--- src/rtl/dram_pkg.sv ---
// Shared types and default constants for the DRAM arbiter slice.
//   state_t    : arbiter FSM states
//   port_idx_t : requester index (PORT0 = CPU/mem_map, PORT1 = auxiliary)
package dram_pkg;

    typedef enum logic [1:0] {
        S_IDLE,
        S_ISSUE,
        S_WAIT,
        S_RESP
    } state_t;

    typedef enum logic {
        PORT0 = 1'b0,
        PORT1 = 1'b1
    } port_idx_t;

    localparam int unsigned STARVE_MAX_DEF = 4;
    localparam int unsigned TIMEOUT_DEF    = 64;

endpackage

--- src/rtl/dram_arb_pick.sv ---
// Combinational two-port grant selection.
//   p0_valid, p1_valid : pending requests
//   starve_cnt         : consecutive port-1 losses so far
//   grant_valid        : at least one request pending
//   grant              : winning port index
module dram_arb_pick
    import dram_pkg::*;
#(
    parameter int unsigned STARVE_MAX = STARVE_MAX_DEF,
    parameter int unsigned CNT_W      = $clog2(STARVE_MAX + 1)
) (
    input  logic             p0_valid,
    input  logic             p1_valid,
    input  logic [CNT_W-1:0] starve_cnt,
    output logic             grant_valid,
    output port_idx_t        grant
);

    always_comb begin
        grant_valid = p0_valid | p1_valid;
        grant       = PORT0;
        // Port 0 has priority unless port 1 has lost STARVE_MAX times in a row.
        if (p1_valid && (!p0_valid || starve_cnt == CNT_W'(STARVE_MAX))) begin
            grant = PORT1;
        end
    end

endmodule

--- src/rtl/dram_arbiter.sv ---
// Two-requester arbiter in front of a single-command DRAM controller.
//   clk, rst                      : clock, async active-high reset
//   pN_valid/write/addr/wdata     : request from port N (held until pN_ack)
//   pN_ack                        : one-cycle accept pulse
//   pN_done, pN_rdata             : one-cycle completion pulse, read data (held)
//   ctl_start                     : one-cycle command strobe to controller
//   ctl_write_en/addr/data_in     : latched command, stable through WAIT
//   ctl_done, ctl_data_out        : controller completion and read data
//   busy                          : FSM not idle
//   err                           : sticky controller timeout flag
module dram_arbiter
    import dram_pkg::*;
#(
    parameter int unsigned ADDR_W     = 16,
    parameter int unsigned DATA_W     = 16,
    parameter int unsigned STARVE_MAX = STARVE_MAX_DEF,
    parameter int unsigned TIMEOUT    = TIMEOUT_DEF
) (
    input  logic              clk,
    input  logic              rst,

    input  logic              p0_valid,
    input  logic              p0_write,
    input  logic [ADDR_W-1:0] p0_addr,
    input  logic [DATA_W-1:0] p0_wdata,
    output logic              p0_ack,
    output logic              p0_done,
    output logic [DATA_W-1:0] p0_rdata,

    input  logic              p1_valid,
    input  logic              p1_write,
    input  logic [ADDR_W-1:0] p1_addr,
    input  logic [DATA_W-1:0] p1_wdata,
    output logic              p1_ack,
    output logic              p1_done,
    output logic [DATA_W-1:0] p1_rdata,

    output logic              ctl_start,
    output logic              ctl_write_en,
    output logic [ADDR_W-1:0] ctl_addr,
    output logic [DATA_W-1:0] ctl_data_in,
    input  logic              ctl_done,
    input  logic [DATA_W-1:0] ctl_data_out,

    output logic              busy,
    output logic              err
);

    localparam int unsigned CNT_W  = $clog2(STARVE_MAX + 1);
    localparam int unsigned WAIT_W = $clog2(TIMEOUT + 1);

    state_t            state;
    port_idx_t         owner;
    port_idx_t         grant;
    logic              grant_valid;
    logic [CNT_W-1:0]  starve_cnt;
    logic [WAIT_W-1:0] wait_cnt;
    logic              wait_last;
    logic [DATA_W-1:0] resp_rdata;

    dram_arb_pick #(
        .STARVE_MAX (STARVE_MAX),
        .CNT_W      (CNT_W)
    ) u_pick (
        .p0_valid    (p0_valid),
        .p1_valid    (p1_valid),
        .starve_cnt  (starve_cnt),
        .grant_valid (grant_valid),
        .grant       (grant)
    );

    assign busy = (state != S_IDLE);

    // wait_cnt holds the number of WAIT cycles already elapsed, so the current
    // cycle is the TIMEOUT-th one when wait_cnt == TIMEOUT-1; a ctl_done in
    // that same cycle still wins over the timeout.
    assign wait_last = (wait_cnt == WAIT_W'(TIMEOUT - 1));

    always_comb begin
        resp_rdata = '0;
        if (ctl_done && !ctl_write_en) begin
            resp_rdata = ctl_data_out;
        end
    end

    always_ff @(posedge clk or posedge rst) begin
        if (rst) begin
            state        <= S_IDLE;
            owner        <= PORT0;
            starve_cnt   <= '0;
            wait_cnt     <= '0;
            err          <= 1'b0;
            p0_ack       <= 1'b0;
            p1_ack       <= 1'b0;
            p0_done      <= 1'b0;
            p1_done      <= 1'b0;
            p0_rdata     <= '0;
            p1_rdata     <= '0;
            ctl_start    <= 1'b0;
            ctl_write_en <= 1'b0;
            ctl_addr     <= '0;
            ctl_data_in  <= '0;
        end else begin
            p0_ack    <= 1'b0;
            p1_ack    <= 1'b0;
            p0_done   <= 1'b0;
            p1_done   <= 1'b0;
            ctl_start <= 1'b0;

            case (state)
                S_IDLE: begin
                    if (grant_valid) begin
                        owner    <= grant;
                        wait_cnt <= '0;
                        state    <= S_ISSUE;
                        if (grant == PORT1) begin
                            p1_ack       <= 1'b1;
                            ctl_write_en <= p1_write;
                            ctl_addr     <= p1_addr;
                            ctl_data_in  <= p1_wdata;
                            starve_cnt   <= '0;
                        end else begin
                            p0_ack       <= 1'b1;
                            ctl_write_en <= p0_write;
                            ctl_addr     <= p0_addr;
                            ctl_data_in  <= p0_wdata;
                            if (p1_valid && starve_cnt != CNT_W'(STARVE_MAX)) begin
                                starve_cnt <= starve_cnt + 1'b1;
                            end
                        end
                    end
                end

                S_ISSUE: begin
                    ctl_start <= 1'b1;
                    state     <= S_WAIT;
                end

                S_WAIT: begin
                    if (ctl_done || wait_last) begin
                        if (!ctl_done) begin
                            err <= 1'b1;
                        end
                        if (owner == PORT1) begin
                            p1_done  <= 1'b1;
                            p1_rdata <= resp_rdata;
                        end else begin
                            p0_done  <= 1'b1;
                            p0_rdata <= resp_rdata;
                        end
                        state <= S_RESP;
                    end else begin
                        wait_cnt <= wait_cnt + 1'b1;
                    end
                end

                S_RESP: begin
                    state <= S_IDLE;
                end

                default: begin
                    state <= S_IDLE;
                end
            endcase
        end
    end

endmodule
--- config.mk ---
export PLATFORM = sky130hd
export DESIGN_NAME = dram_arbiter
export DESIGN_NICKNAME = d
export VERILOG_FILES = /design/src/rtl/dram_pkg.sv /design/src/rtl/dram_arb_pick.sv /design/src/rtl/dram_arbiter.sv
export SDC_FILE = /design/constraint.sdc
export NUM_CORES = 1
export LEC_CHECK = 0
export CORE_MARGIN = 1
export CORE_UTILIZATION = 46
export CTS_BUF_LIST = sky130_fd_sc_hd__clkbuf_16
export CTS_CLUSTER_SIZE = 10
export DETAILED_ROUTE_END_ITERATION = 8
export HOLD_SLACK_MARGIN = 0.06
export PLACE_DENSITY_LB_ADDON = 0.15
export SYNTH_ARGS = -nofsm -noshare
export SYNTH_HDL_FRONTEND = slang
export SYNTH_SLANG_ARGS = --single-unit
--- constraint.sdc ---
create_clock -name clk -period 4.1 [get_ports clk]
set_input_delay 0.41 -clock clk [delete_from_list [all_inputs] [get_ports clk]]
set_output_delay 0.41 -clock clk [all_outputs]
set_load 0.005 [all_outputs]
==> flow_summary.toml <==
[drt]
drt-initial-drc-count = 95
routed_via_density = 5.24
drt-pass1-iter-count = 4
drc = 0
avgRoutedWirePerCell_um = 15.5
num_vias = 3005
antenna_left = 0
drt-total-wl_um = 8910

[sta]
rsz0062_at_grt = "no"
min_period_ns = 2.29
finClkSkew_ns = 0.00987
hold_violations = 0
slew_headroom_pct = 25.9
finalSetupTns_ns = 0
tightest_slew_ns = 1.11
post-route-period-util_pct = 55.7
max_freq_mhz = 438
setup_viol = 0
drv_slew = 0

[global_route]
grt_overflow = 0
antenna_found_initial = 0
grt_use_total_pct = 22.5
grt_max_degree = 65
grt_pass1_wl_um = 14600
grt_pass1_vias = 2917

[synth]
synth_edf_count = 0
synthXorXnorAreaFrac_pct = 0
yosys.area_share.simple_pct = 8.95
ys.warnings.count = 0
synth_fa_ha_area_share_pct = 2.04
synth_area_per_cell_um2 = 11.8
synth_top_family_by_area = "compound AO/OA/AOI/OAI gates"
synthMuxAreaShare_pct = 9.86
ys_ff_latch = 84
netlist_instances = 313
yosys.area.top_type = "dfrtp_1"
synthArstFlopShare_pct = 100
synth_top_cell_area_share_pct = 57.1
synthesis.nets = 406
synth.area.top_cells = "dfrtp_1, mux2i_1, a22o_1, nand2_1, o21ai_1"
synth-seq-area-share_pct = 57.1
synth_compound_gate_area_share_pct = 17.9
syn-cell-area_um2 = 3680
synth.distinct_cells = 40
synth_ff_type = "dfrtp_1"

[final_layout]
n_fill_cell = 552
seq_area_um2 = 2100
drive_above_1_share_pct = 6.78
nets = 560
multi_input_comb_area_um2 = 1450
area_growth_pct = 52.8
final_util_pct = 72.7
final_common_cell = "clkdlybuf4s50_1"
antenna_cells = 0
layout_common_cells = "clkdlybuf4s50_1, dfrtp_1, nand2_1"

[critical_path]
cp_data_required_time_ns = 4.36
path_class = "reg -> reg"
endpoint_kind = "flip-flop"
path_max_fanout = 16
start_kind = "flip-flop"
crit_chain = "inv_1 -> ha_1 -> nor4bb_4 -> a22o_1"
critPathMaxStageDelay_ns = 0.96
crit_arrival_ns = 2.54
crit_slowest_cell = "nor4bb_4"

[power]
p_per_area_nw_per_um2 = 660
power.leakage_nw = 2.63
peakVddDrop_uv = 281

[clocking]
cts_setup_buffers = 0
cts_tree = "done"
cts.clk_slew.worst_paths_ns = 0.07
clk_latency_ns = 0.33
cts_resized = 0
cts_hold_buf = 0
clk_path_buf_depth = 2
htree_levels = 3
numCtsBuffers = 9
cts.sinks = 84
root_buffer = "clkbuf_16"

[die]
die_h_um = 91.4
core_area_um2 = 7730
rows = 32
io_pins = 159
start_util_pct = 47.6
die_area_um2 = 8360
die_w_um = 91.4

[placed_design]
place.gp.congestion = 0.783
numPortBuffers = 158
hpwlAfterDp_um = 6400

[run_status]
outcome = "finished clean"

[run]
maxCapViolCount = 0

[worst_hold_path]
min-delay-path-class = "reg -> reg"
==> sequential cells by signal, summed over array words and instances (netlist names) <==
name	flops
ctl_addr	16
ctl_data_in	16
p0_rdata	16
p1_rdata	16
wait_cnt	7
starve_cnt	3
state	2
ctl_start	1
ctl_write_en	1
err	1
owner	1
p0_ack	1
p0_done	1
p1_ack	1
p1_done	1
==> worst max-delay path: cells and delay by family, from the launching register on <==
family / cells / cell delay, ns
compound gates: 1 / 0.25
fa+ha+maj: 1 / 0.52
buf+inv: 1 / 0.10
flops: 1 / 0.38
simple gates: 1 / 0.96
==> Yosys cell counts (all sizes together), types with 2 or more instances <==
cell,number
nand3,3
ha,6
and4b,2
o21ai,43
mux2,2
a21boi,3
nor2,6
nor3,2
dfrtp,84
a22o,35
nor3b,2
inv,10
a21o,3
buf,11
nand2,41
a21bo,2
a21oi,4
clkbuf,7
mux2i,34
==> layout make-up <==
| cell class | count | share of cell area (%) |
|---|---|---|
| multi-input cells | 201 | 25.8 |
| clock buffers | 9 | 4.01 |
| repair buffers | 161 | 28.5 |
| inverters | 10 | 0.690 |
| flip-flops and latches | 84 | 37.4 |
| well taps | 102 | 2.27 |
| clock inverters | 7 | 1.31 |
==> cell families after synthesis <==
| family | Yosys count |
|---|---|
| fa+ha+maj | 6 |
| buf+inv | 28 |
| flops | 84 |
| compound gates | 95 |
| mux | 36 |
| simple gates | 64 |
==> final timing paths <==
check / start / endpoint / slack [ns] / cells after the start
hold / removal: ctl_addr[15] / ctl_addr[15] / 0.48 / 2
setup reg to reg: state[0] / p0_rdata[1] / 1.81 / 4
max in group asynchronous: rst / ctl_addr[1] / 2.58 / 3
hold reg to reg: ctl_addr[15] / ctl_addr[15] / 0.48 / 2
min in group asynchronous: rst / p0_rdata[9] / 0.67 / 2
setup / recovery: state[0] / p0_rdata[1] / 1.81 / 4
==> per-layer routing <==
metal | share of wire (%) | global-route usage [%]
met1 | 42 | 29.5
met2 | 48 | 36.0
met3 | 8.1 | 6.78
met4 | 1.2 | 7.01
met5 | 0 | 0
==> through the flow <==
| step | hold WS [ns] | cell area (µm²) | power [mW] | setup slack [ns] | std cells |
|---|---|---|---|---|---|
| floorplan | 0.466 | 3680 | 2.04 | 1.52 | 313 |
| global placement | 0.462 | 5320 | 2.88 | 1.87 | 558 |
| detailed placement | 0.471 | 5320 | 2.93 | 1.81 | 558 |
| CTS | 0.489 | 5620 | 3.75 | 1.79 | 574 |
| global route | 0.510 | 5620 | 3.96 | 1.63 | 574 |
| finish | 0.483 | 5620 | 3.71 | 1.81 | 574 |
==> report_power, final <==
part / internal, mW / switching, mW / total [mW]
clock: 0.475 / 0.328 / 0.803
sequential: 1.18 / 0.202 / 1.38
combinational: 0.927 / 0.600 / 1.53
No activity file was read; power rests on OpenSTA's default activity.
